$ cat config.mk
export PLATFORM = sky130hd
export DESIGN_NAME = cacheline_adaptor
export DESIGN_NICKNAME = d
export VERILOG_FILES = /design/src/rtl/cacheline_adaptor_pkg.sv /design/src/rtl/cacheline_adaptor_register.sv /design/src/rtl/cacheline_adaptor.sv
export SDC_FILE = /design/constraint.sdc
export NUM_CORES = 1
export LEC_CHECK = 0
export CELL_PAD_IN_SITES_DETAIL_PLACEMENT = 1
export CELL_PAD_IN_SITES_GLOBAL_PLACEMENT = 1
export CORE_AREA = 2 2 275 277
export CTS_CLUSTER_SIZE = 14
export DETAILED_ROUTE_END_ITERATION = 6
export DIE_AREA = 0 0 277 279
export PLACE_DENSITY_LB_ADDON = 0.1
export REMOVE_ABC_BUFFERS = 1
export SETUP_SLACK_MARGIN = 0.5
export SLEW_MARGIN = 20
export SYNTH_ARGS = -nofsm -noshare
export SYNTH_HDL_FRONTEND = slang
export SYNTH_SLANG_ARGS = --single-unit
$ cat constraint.sdc
create_clock -name clk -period 35.3 [get_ports clk]
set_input_delay 7.06 -clock clk [delete_from_list [all_inputs] [get_ports clk]]
set_output_delay 7.06 -clock clk [all_outputs]
set_load 0.01 [all_outputs]
$ cat src/rtl/cacheline_adaptor_pkg.sv
// rtl/cacheline_adaptor_pkg.sv - shared types and constants for the cache line adaptor
package cacheline_adaptor_pkg;

  localparam int unsigned S_LINE    = 256;
  localparam int unsigned S_BURST   = 64;
  localparam int unsigned BEATS     = S_LINE / S_BURST;
  localparam int unsigned CNT_W     = $clog2(BEATS);
  localparam int unsigned OFFSET_W  = $clog2(S_LINE / 8);
  localparam logic [CNT_W-1:0] LAST_BEAT = CNT_W'(BEATS - 1);

  typedef enum logic [1:0] {
    IDLE = 2'd0,
    RD   = 2'd1,
    WR   = 2'd2,
    DONE = 2'd3
  } adaptor_state_t;

  // Memory bursts always start at the first byte of the cache line.
  function automatic logic [31:0] line_align(input logic [31:0] addr);
    return addr & ~((32'd1 << OFFSET_W) - 32'd1);
  endfunction

endpackage

$ cat src/rtl/cacheline_adaptor_register.sv
// rtl/cacheline_adaptor_register.sv - wide register loaded one slice at a time
module cacheline_adaptor_register #(
  parameter int unsigned WIDTH = 256,
  parameter int unsigned SLICE = 64,
  parameter int unsigned IDX_W = 2
) (
  input  logic             clk,
  input  logic             rst,
  input  logic             load_i,
  input  logic [IDX_W-1:0] idx_i,
  input  logic [SLICE-1:0] data_i,
  output logic [WIDTH-1:0] data_o
);

  logic [WIDTH-1:0] data_q;

  // Unselected slices keep their old contents until overwritten.
  always_ff @(posedge clk or posedge rst) begin
    if (rst) begin
      data_q <= '0;
    end else if (load_i) begin
      data_q[idx_i*SLICE +: SLICE] <= data_i;
    end
  end

  assign data_o = data_q;

endmodule

$ cat src/rtl/cacheline_adaptor.sv
// rtl/cacheline_adaptor.sv - converts cache line requests into 4-beat memory bursts
module cacheline_adaptor
  import cacheline_adaptor_pkg::*;
#(
  parameter int unsigned s_line  = S_LINE,
  parameter int unsigned s_burst = S_BURST
) (
  input  logic              clk,
  input  logic              rst,
  input  logic [s_line-1:0] line_i,
  output logic [s_line-1:0] line_o,
  input  logic [31:0]       address_i,
  input  logic              read_i,
  input  logic              write_i,
  output logic              resp_o,
  input  logic [s_burst-1:0] burst_i,
  output logic [s_burst-1:0] burst_o,
  output logic [31:0]       address_o,
  output logic              read_o,
  output logic              write_o,
  input  logic              resp_i
);

  adaptor_state_t    state_q, state_d;
  logic [CNT_W-1:0]  cnt_q, cnt_d;
  logic [31:0]       addr_q, addr_d;
  logic [s_line-1:0] wline_q, wline_d;
  logic              load_beat;

  always_ff @(posedge clk or posedge rst) begin
    if (rst) begin
      state_q <= IDLE;
      cnt_q   <= '0;
      addr_q  <= '0;
      wline_q <= '0;
    end else begin
      state_q <= state_d;
      cnt_q   <= cnt_d;
      addr_q  <= addr_d;
      wline_q <= wline_d;
    end
  end

  always_comb begin
    state_d   = state_q;
    cnt_d     = cnt_q;
    addr_d    = addr_q;
    wline_d   = wline_q;
    read_o    = 1'b0;
    write_o   = 1'b0;
    resp_o    = 1'b0;
    load_beat = 1'b0;
    unique case (state_q)
      IDLE: begin
        cnt_d = '0;
        // Writeback wins so a dirty victim leaves before its replacement arrives.
        if (write_i) begin
          wline_d = line_i;
          addr_d  = line_align(address_i);
          state_d = WR;
        end else if (read_i) begin
          addr_d  = line_align(address_i);
          state_d = RD;
        end
      end
      RD: begin
        read_o = 1'b1;
        if (resp_i) begin
          load_beat = 1'b1;
          cnt_d     = cnt_q + 1'b1;
          if (cnt_q == LAST_BEAT) state_d = DONE;
        end
      end
      WR: begin
        write_o = 1'b1;
        if (resp_i) begin
          cnt_d = cnt_q + 1'b1;
          if (cnt_q == LAST_BEAT) state_d = DONE;
        end
      end
      DONE: begin
        resp_o  = 1'b1;
        state_d = IDLE;
      end
      default: state_d = IDLE;
    endcase
  end

  cacheline_adaptor_register #(
    .WIDTH (s_line),
    .SLICE (s_burst),
    .IDX_W (CNT_W)
  ) u_line_reg (
    .clk    (clk),
    .rst    (rst),
    .load_i (load_beat),
    .idx_i  (cnt_q),
    .data_i (burst_i),
    .data_o (line_o)
  );

  assign burst_o   = wline_q[cnt_q*s_burst +: s_burst];
  assign address_o = addr_q;

endmodule

==> results of run 1 <==
==> through the flow <==
step / setup WS, ps / power (mW) / util (%)
3_3_place_gp: 25020 / 1.95 / 40.3
4_1_cts: 24530 / 2.67 / 43.2
3_5_place_dp: 25180 / 1.98 / 40.3
6_report: 24680 / 2.63 / 43.2
5_1_grt: 24410 / 2.78 / 43.2
2_1_floorplan: 13060 / 1.53 / -
==> tightest hold or removal path, cell delays in order (launching register included) <==
cell                      delay, ps
sky130_fd_sc_hd__dfrtp_1        340
sky130_fd_sc_hd__nand2_1         40
sky130_fd_sc_hd__o21ai_0         60
==> worst paths after layout <==
path,from,end,slack (ps),depth (start not counted)
setup / recovery,cnt_q[0],burst_o[9],24680,3
hold / removal,u_line_reg.data_o[98],u_line_reg.data_o[98],470,2
setup reg to reg,cnt_q[0],u_line_reg.data_o[239],31760,6
hold reg to reg,u_line_reg.data_o[98],u_line_reg.data_o[98],470,2
max in group asynchronous,rst,u_line_reg.data_o[108],26000,4
min in group asynchronous,rst,wline_q[213],7030,2
==> placed cells by master (no fill, tap or decap), drive strengths merged, types with 4 or more instances in the layout <==
cell type,netlist,routed
clkdlybuf4s50,0,701
dfrtp,543,543
mux2,286,286
nand2,242,242
a22o,139,139
o21ai,120,120
clkbuf,40,101
mux4,64,64
buf,77,22
ha,11,11
diode,0,9
inv,7,9
conb,1,5
nand3,5,5
clkinv,0,4
nor4,4,4
==> sequential cells by signal, summed over array words and instances, names as in the netlist <==
register and flops:
state_q 2, wline_q 256, cnt_q 2, u_line_reg.data_o 256, address_o 27
==> layer usage <==
metal / wire (µm) / up-vias / GRT usage (%)
li1: - / 6894 / -
met1: 30200 / 7963 / 23.6
met2: 39200 / 473 / 34.1
met3: 7390 / 114 / 8.67
met4: 1810 / 22 / 6.38
met5: 135 / - / 0
==> power groups by stage <==
stage	combinational [mW]	clock [mW]	sequential, mW
final	0.986	0.672	0.972
after global routing	1.06	0.716	1.00
after CTS	1.01	0.694	0.974
after detailed placement	1.00	0	0.981
after global placement	0.985	0	0.967
after floorplan	0.539	0	0.993
==> area by class of cell <==
cell class                      instances  area (µm²)  area share, %
Sequential cell                       543       13600           42.5
Tap cell                              969        1210           3.79
Clock buffer                          101        2000           6.24
Timing Repair Buffer                  723        7210           22.5
Multi-Input combinational cell        885        7790           24.4
Inverter                                7        33.8          0.106
Antenna cell                            9        22.5         0.0704
Clock inverter                          9         128          0.399
==> logic make-up (layout without fill, tap and decap cells) <==
kind of cell	Yosys count	count (layout)	synth area share (%)
DFF	543	543	62.0
muxes	350	350	21.3
AOI/OAI and AO/OA	261	261	8.39
and+or+nand+nor	258	258	4.84
buffers and inverters	124	840	2.79
adders and majority gates	11	11	0.628
other	1	14	0.0171
==> cells in the mapped netlist (6+ instances only) <==
master / count
sky130_fd_sc_hd__buf_6: 6
sky130_fd_sc_hd__clkbuf_1: 39
sky130_fd_sc_hd__ha_1: 11
sky130_fd_sc_hd__o21ai_0: 105
sky130_fd_sc_hd__buf_1: 7
sky130_fd_sc_hd__mux2_2: 286
sky130_fd_sc_hd__dfrtp_1: 543
sky130_fd_sc_hd__a22o_1: 139
sky130_fd_sc_hd__mux4_2: 64
sky130_fd_sc_hd__o21ai_1: 14
sky130_fd_sc_hd__buf_2: 56
sky130_fd_sc_hd__nand2_1: 242
sky130_fd_sc_hd__buf_4: 8
sky130_fd_sc_hd__inv_1: 7
==> impl_results.rst, run 1 <==
.. list-table::
   :header-rows: 1

   * - Metric
     - Value
   * - Clock latency at the later pin of the worst-skew pair
     - 590 ps
   * - Kind of critical path
     - reg2out
   * - Yosys top cell by area
     - sky130_fd_sc_hd__dfrtp_1
   * - Sinks on Clock Net
     - 543
   * - Crit-path max FO
     - 43
   * - Endpoint type of the worst setup path
     - primary output
   * - Number of nets with antenna violations after detailed routing
     - 0
   * - Clock tree from TritonCTS
     - yes
   * - Total of endpoints with negative setup slack in the final report
     - 0
   * - Setup_tns
     - 0 ps
   * - Number of distinct library cell variants in the gate-level netlist after synthesis
     - 29
   * - Total overflow reported by the global router
     - 0
   * - Post-DP Area
     - 29800 µm²
   * - IO Pins
     - 712
   * - Sequential element share of the synthesized area
     - 62.0%
   * - Post-layout instance area
     - 32000 µm²
   * - Floorplan Core Area
     - 74100 µm²
   * - Horiz. Die Dim
     - 277 µm
   * - Total count of hold-check failures in the final report
     - 0
   * - Post-detail-place hpwl
     - 54.9 mm
   * - Share of power burned in the clock network
     - 25.6%
   * - Flip-flop and latch count after synthesis
     - 543
   * - Count of non-filler cells in the finished layout
     - 3246
   * - Number of CTS-inserted buffers
     - 66
   * - Layout area overhead
     - 46.1%
   * - Proportion of netlist area held by the largest area contributor
     - 62.0%
   * - Overall die area
     - 77300 µm²
   * - Via-to-Cell Ratio
     - 4.76
   * - CP required
     - 28240 ps
   * - Gate power share
     - 37.5%
   * - Pin count of the biggest net entering global routing
     - 164
   * - Site Rows
     - 100
   * - Clock root buffer
     - sky130_fd_sc_hd__clkbuf_16
   * - Data arrival, critical path
     - 3560 ps
   * - Crit share post-route
     - 30.1%
   * - Number of flops mapped to enable cells by yosys
     - 0
   * - Buffer count from post-CTS setup fixing
     - 0
   * - Average wire per cell in the routed design
     - 24.2 µm
   * - Wire length after detailed routing
     - 78.7 mm
   * - Setup repair after global routing missed its margin
     - no
   * - Initial antenna violation count
     - 20
   * - Class of the most critical hold timing path
     - reg2reg
   * - Final critical path time including I/O delays and setup
     - 10620 ps
   * - Slew Viols, Final
     - 0
   * - Maximum cell stage delay along the critical path
     - 850 ps
   * - Actual transition at the worst max-transition pin
     - 1080 ps
   * - Initial detailed-routing violation count
     - 706
   * - Power share of the sequential group
     - 37.0%
   * - CP Buf/Inv Count
     - 2
   * - CP max-delay cell
     - sky130_fd_sc_hd__buf_4
   * - First-pass GRT wire length
     - 119 mm
   * - Post-synthesis async set-or-reset flop share
     - 100%
   * - Total via count in the routed design
     - 15500
   * - Clock slew at the register clock pins of the worst setup and hold paths
     - 60 ps
   * - Most frequently used flop master after synthesis
     - sky130_fd_sc_hd__dfrtp_1
   * - Final routed DRC violation total
     - 0
   * - Tightest slew margin relative to the limit
     - 28.2%
   * - Synth Instances
     - 1548
   * - Cells along the critical path
     - buf_4 -> mux4_2 -> clkdlybuf4s50_1
   * - Startpoint class of the critical path
     - flop
   * - Maximum VDD drop
     - 37.3 µV
   * - Quantity of I/O buffers inserted on ports
     - 701
   * - Leak Pwr
     - 13.2 nW
   * - Post-cts gate resize count
     - 0
   * - Internal Dissipation
     - 1.84 mW
   * - Worst hold margin
     - 475 ps
   * - Height of the chip
     - 279 µm
   * - Max-cap violations
     - 0
   * - Family with the most delay on the worst path
     - buffers and inverters
   * - Layout cell share with drive strength beyond 1
     - 21.2%
   * - Total GRT Usage
     - 20.4%
   * - Final #Nets
     - 2594
   * - Routability-driven placement congestion ratio
     - 0.775
   * - Effective utilization at floorplan
     - 29.6%
   * - Sw Pwr
     - 0.790 mW
   * - Fillers
     - 7618
   * - Post-Synthesis Mean Instance Area
     - 14.1 µm²
   * - Number of global-route vias before repair
     - 17300
   * - Cell types with the largest area share after synthesis
     - sky130_fd_sc_hd__dfrtp_1 62%, sky130_fd_sc_hd__mux2_2 15%, sky130_fd_sc_hd__mux4_2 6.6%, sky130_fd_sc_hd__a22o_1 5.6%, sky130_fd_sc_hd__nand2_1 4.1%
   * - CTS HTree Levels
     - 3
   * - Run status
     - complete, no violations
   * - Clock Tree Buf Depth
     - 3
   * - Cts-stage hold buffer count
     - 0
   * - Router iterations before antenna repair
     - 4
   * - Fmax
     - 0.0942 GHz
   * - Power density over the cells
     - 82.2 nW/µm²
   * - Cell total after placement
     - 3127
   * - Sw Ratio
     - 30.0%
   * - Yosys warning total
     - 0
   * - Final worst clock skew
     - 24.0 ps
   * - Post-Syn Area
     - 21900 µm²
Power figures use the tool's default switching activity.
==> run 2: changes to the inputs <==
- CORE_AREA: 2 2 275 277 -> 2 2 277 279
- DIE_AREA: 0 0 277 279 -> 0 0 279 281
- clock period: 35.3 -> 9.3 ns (I/O delays scaled with it)
==> impl_results.rst, run 2 (synthesis gave the netlist of run 1 again) <==
.. list-table::
   :header-rows: 1

   * - Metric
     - Value
   * - Post-cts gate resize count
     - 0
   * - Final routed DRC violation total
     - 0
   * - Average wire per cell in the routed design
     - 24.1 µm
   * - Slew Viols, Final
     - 0
   * - Worst hold margin
     - 479 ps
   * - Data arrival, critical path
     - 3500 ps
   * - Site Rows
     - 101
   * - Sw Ratio
     - 30.4%
   * - Layout area overhead
     - 46.0%
   * - Router iterations before antenna repair
     - 4
   * - First-pass GRT wire length
     - 117 mm
   * - Clock Tree Buf Depth
     - 3
   * - Sw Pwr
     - 3.03 mW
   * - CTS HTree Levels
     - 3
   * - Fmax
     - 0.186 GHz
   * - Cells along the critical path
     - buf_4 -> mux4_2 -> clkdlybuf4s50_1
   * - Height of the chip
     - 281 µm
   * - Initial detailed-routing violation count
     - 707
   * - Sinks on Clock Net
     - 543
   * - Total GRT Usage
     - 20.0%
   * - Internal Dissipation
     - 6.94 mW
   * - Actual transition at the worst max-transition pin
     - 1040 ps
   * - Class of the most critical hold timing path
     - reg2reg
   * - Endpoint type of the worst setup path
     - primary output
   * - Max-cap violations
     - 0
   * - Tightest slew margin relative to the limit
     - 30.9%
   * - Family with the most delay on the worst path
     - buffers and inverters
   * - CP Buf/Inv Count
     - 2
   * - CP max-delay cell
     - sky130_fd_sc_hd__dfrtp_4
   * - Initial antenna violation count
     - 28
   * - Share of power burned in the clock network
     - 25.5%
   * - Gate power share
     - 37.4%
   * - Horiz. Die Dim
     - 279 µm
   * - CP required
     - 7440 ps
   * - Number of nets with antenna violations after detailed routing
     - 0
   * - Layout cell share with drive strength beyond 1
     - 21.0%
   * - Total via count in the routed design
     - 15500
   * - Pwr Total
     - 9.97 mW
   * - Hold depth
     - 2
   * - Most frequent standard cell in the layout excluding fill and tap cells
     - sky130_fd_sc_hd__clkdlybuf4s50_1
   * - Power share of the sequential group
     - 37.1%
   * - Crit-path max FO
     - 39
   * - Clock root buffer
     - sky130_fd_sc_hd__clkbuf_16
   * - Leak Pwr
     - 13.2 nW
   * - Routability-driven placement congestion ratio
     - 0.773
   * - Final #Nets
     - 2594
   * - Floorplan Core Area
     - 75400 µm²
   * - Multi-input gate area in the final layout
     - 7790 µm²
   * - Power density over the cells
     - 312 nW/µm²
   * - Run status
     - complete, no violations
   * - Cts-stage hold buffer count
     - 0
   * - Final worst clock skew
     - 30.0 ps
   * - Crit. path cell count
     - 3
   * - Maximum cell stage delay along the critical path
     - 900 ps
   * - Startpoint class of the critical path
     - flop
   * - Setup repair after global routing missed its margin
     - no
   * - Post-detail-place hpwl
     - 53.9 mm
   * - Via-to-Cell Ratio
     - 4.76
   * - Number of CTS-inserted buffers
     - 68
   * - Most frequent cells in the layout
     - 701 x sky130_fd_sc_hd__clkdlybuf4s50_1, 541 x sky130_fd_sc_hd__dfrtp_1, 286 x sky130_fd_sc_hd__mux2_2, 241 x sky130_fd_sc_hd__nand2_1, 139 x sky130_fd_sc_hd__a22o_1
   * - Clock tree from TritonCTS
     - yes
   * - Cell total after placement
     - 3134
   * - Clock latency at the later pin of the worst-skew pair
     - 610 ps
   * - Total count of hold-check failures in the final report
     - 0
   * - Clock slew at the register clock pins of the worst setup and hold paths
     - 50 ps
   * - Quantity of I/O buffers inserted on ports
     - 701
   * - Overall die area
     - 78400 µm²
   * - Count of non-filler cells in the finished layout
     - 3257
   * - Footprint of the flip-flops and latches
     - 13600 µm²
   * - Fillers
     - 7748
   * - Final critical path time including I/O delays and setup
     - 5360 ps
   * - Kind of critical path
     - reg2out
   * - Number of global-route vias before repair
     - 17300
   * - Total of endpoints with negative setup slack in the final report
     - 0
   * - Maximum VDD drop
     - 156 µV
   * - Wire length after detailed routing
     - 78.4 mm
   * - Total overflow reported by the global router
     - 0
   * - Setup_tns
     - 0 ps
   * - IO Pins
     - 712
   * - Buffer count from post-CTS setup fixing
     - 0
   * - Worst Reg2Reg Path Length in Cells
     - 6
   * - Pin count of the biggest net entering global routing
     - 165
   * - Crit share post-route
     - 57.7%
   * - Effective utilization at floorplan
     - 29.0%
## run 2: cell types whose count changed in the layout (fill, tap and decap cells not counted), sizes merged
| cell | change |
|---|---|
| buf | -2 |
| bufinv | -1 |
| inv | +3 |
| diode | +2 |
## run 2: metal layers
metal  vias to the layer above  wire length [µm]  track usage (%)
met5                         -               235                0
met4                        34              2260             6.82
met3                       142              7770             9.13
met2                       474             38300             32.9
met1                      7962             29800             22.9
li1                       6887                 -                -
## run 2: cell type report
cell class                 instances  area share, %
inverter                           7          0.106
sequential                       543           42.5
clock buffer                     101           6.12
timing repair buffer             721           22.5
multi-input combinational        885           24.4
clock inverter                    11          0.423
tap                              978           3.83
antenna                           11         0.0861
## run 2: path summary, 6_finish.rpt
kind | startpoint | slack, ps | endpoint
worst max-delay path | cnt_q[0] | 3940 | burst_o[11]
worst min-delay path | u_line_reg.data_o[228] | 480 | u_line_reg.data_o[228]
worst max register to register | cnt_q[0] | 6020 | u_line_reg.data_o[114]
worst min register to register | u_line_reg.data_o[228] | 480 | u_line_reg.data_o[228]
max in group asynchronous | rst | 5980 | wline_q[216]
min in group asynchronous | rst | 1830 | u_line_reg.data_o[4]
## run 2: power by group through the flow
| stage | logic, mW | clock network, mW | registers, mW |
|---|---|---|---|
| 2_1_floorplan | 2.05 | 0 | 3.77 |
| 3_3_place_gp | 3.73 | 0 | 3.69 |
| 3_5_place_dp | 3.80 | 0 | 3.74 |
| 4_1_cts | 3.81 | 2.63 | 3.71 |
| 5_1_grt | 4.00 | 2.73 | 3.83 |
| 6_report | 3.73 | 2.54 | 3.70 |
## run 2: worst min-delay path, stage by stage, from the launching register on
cell                      delay (ps)
sky130_fd_sc_hd__dfrtp_1         340
sky130_fd_sc_hd__nand2_1          50
sky130_fd_sc_hd__o21ai_0          60
## run 2: through the flow
stage / utilization (%) / setup slack [ps] / instance area, µm²
4_1_cts: 42.3 / 3720 / 31900
6_report: 42.4 / 3940 / 32000
5_1_grt: 42.4 / 3630 / 32000
2_1_floorplan: - / -7740 / 21300
3_3_place_gp: 39.6 / 4350 / 29900
3_5_place_dp: 39.6 / 4370 / 29900
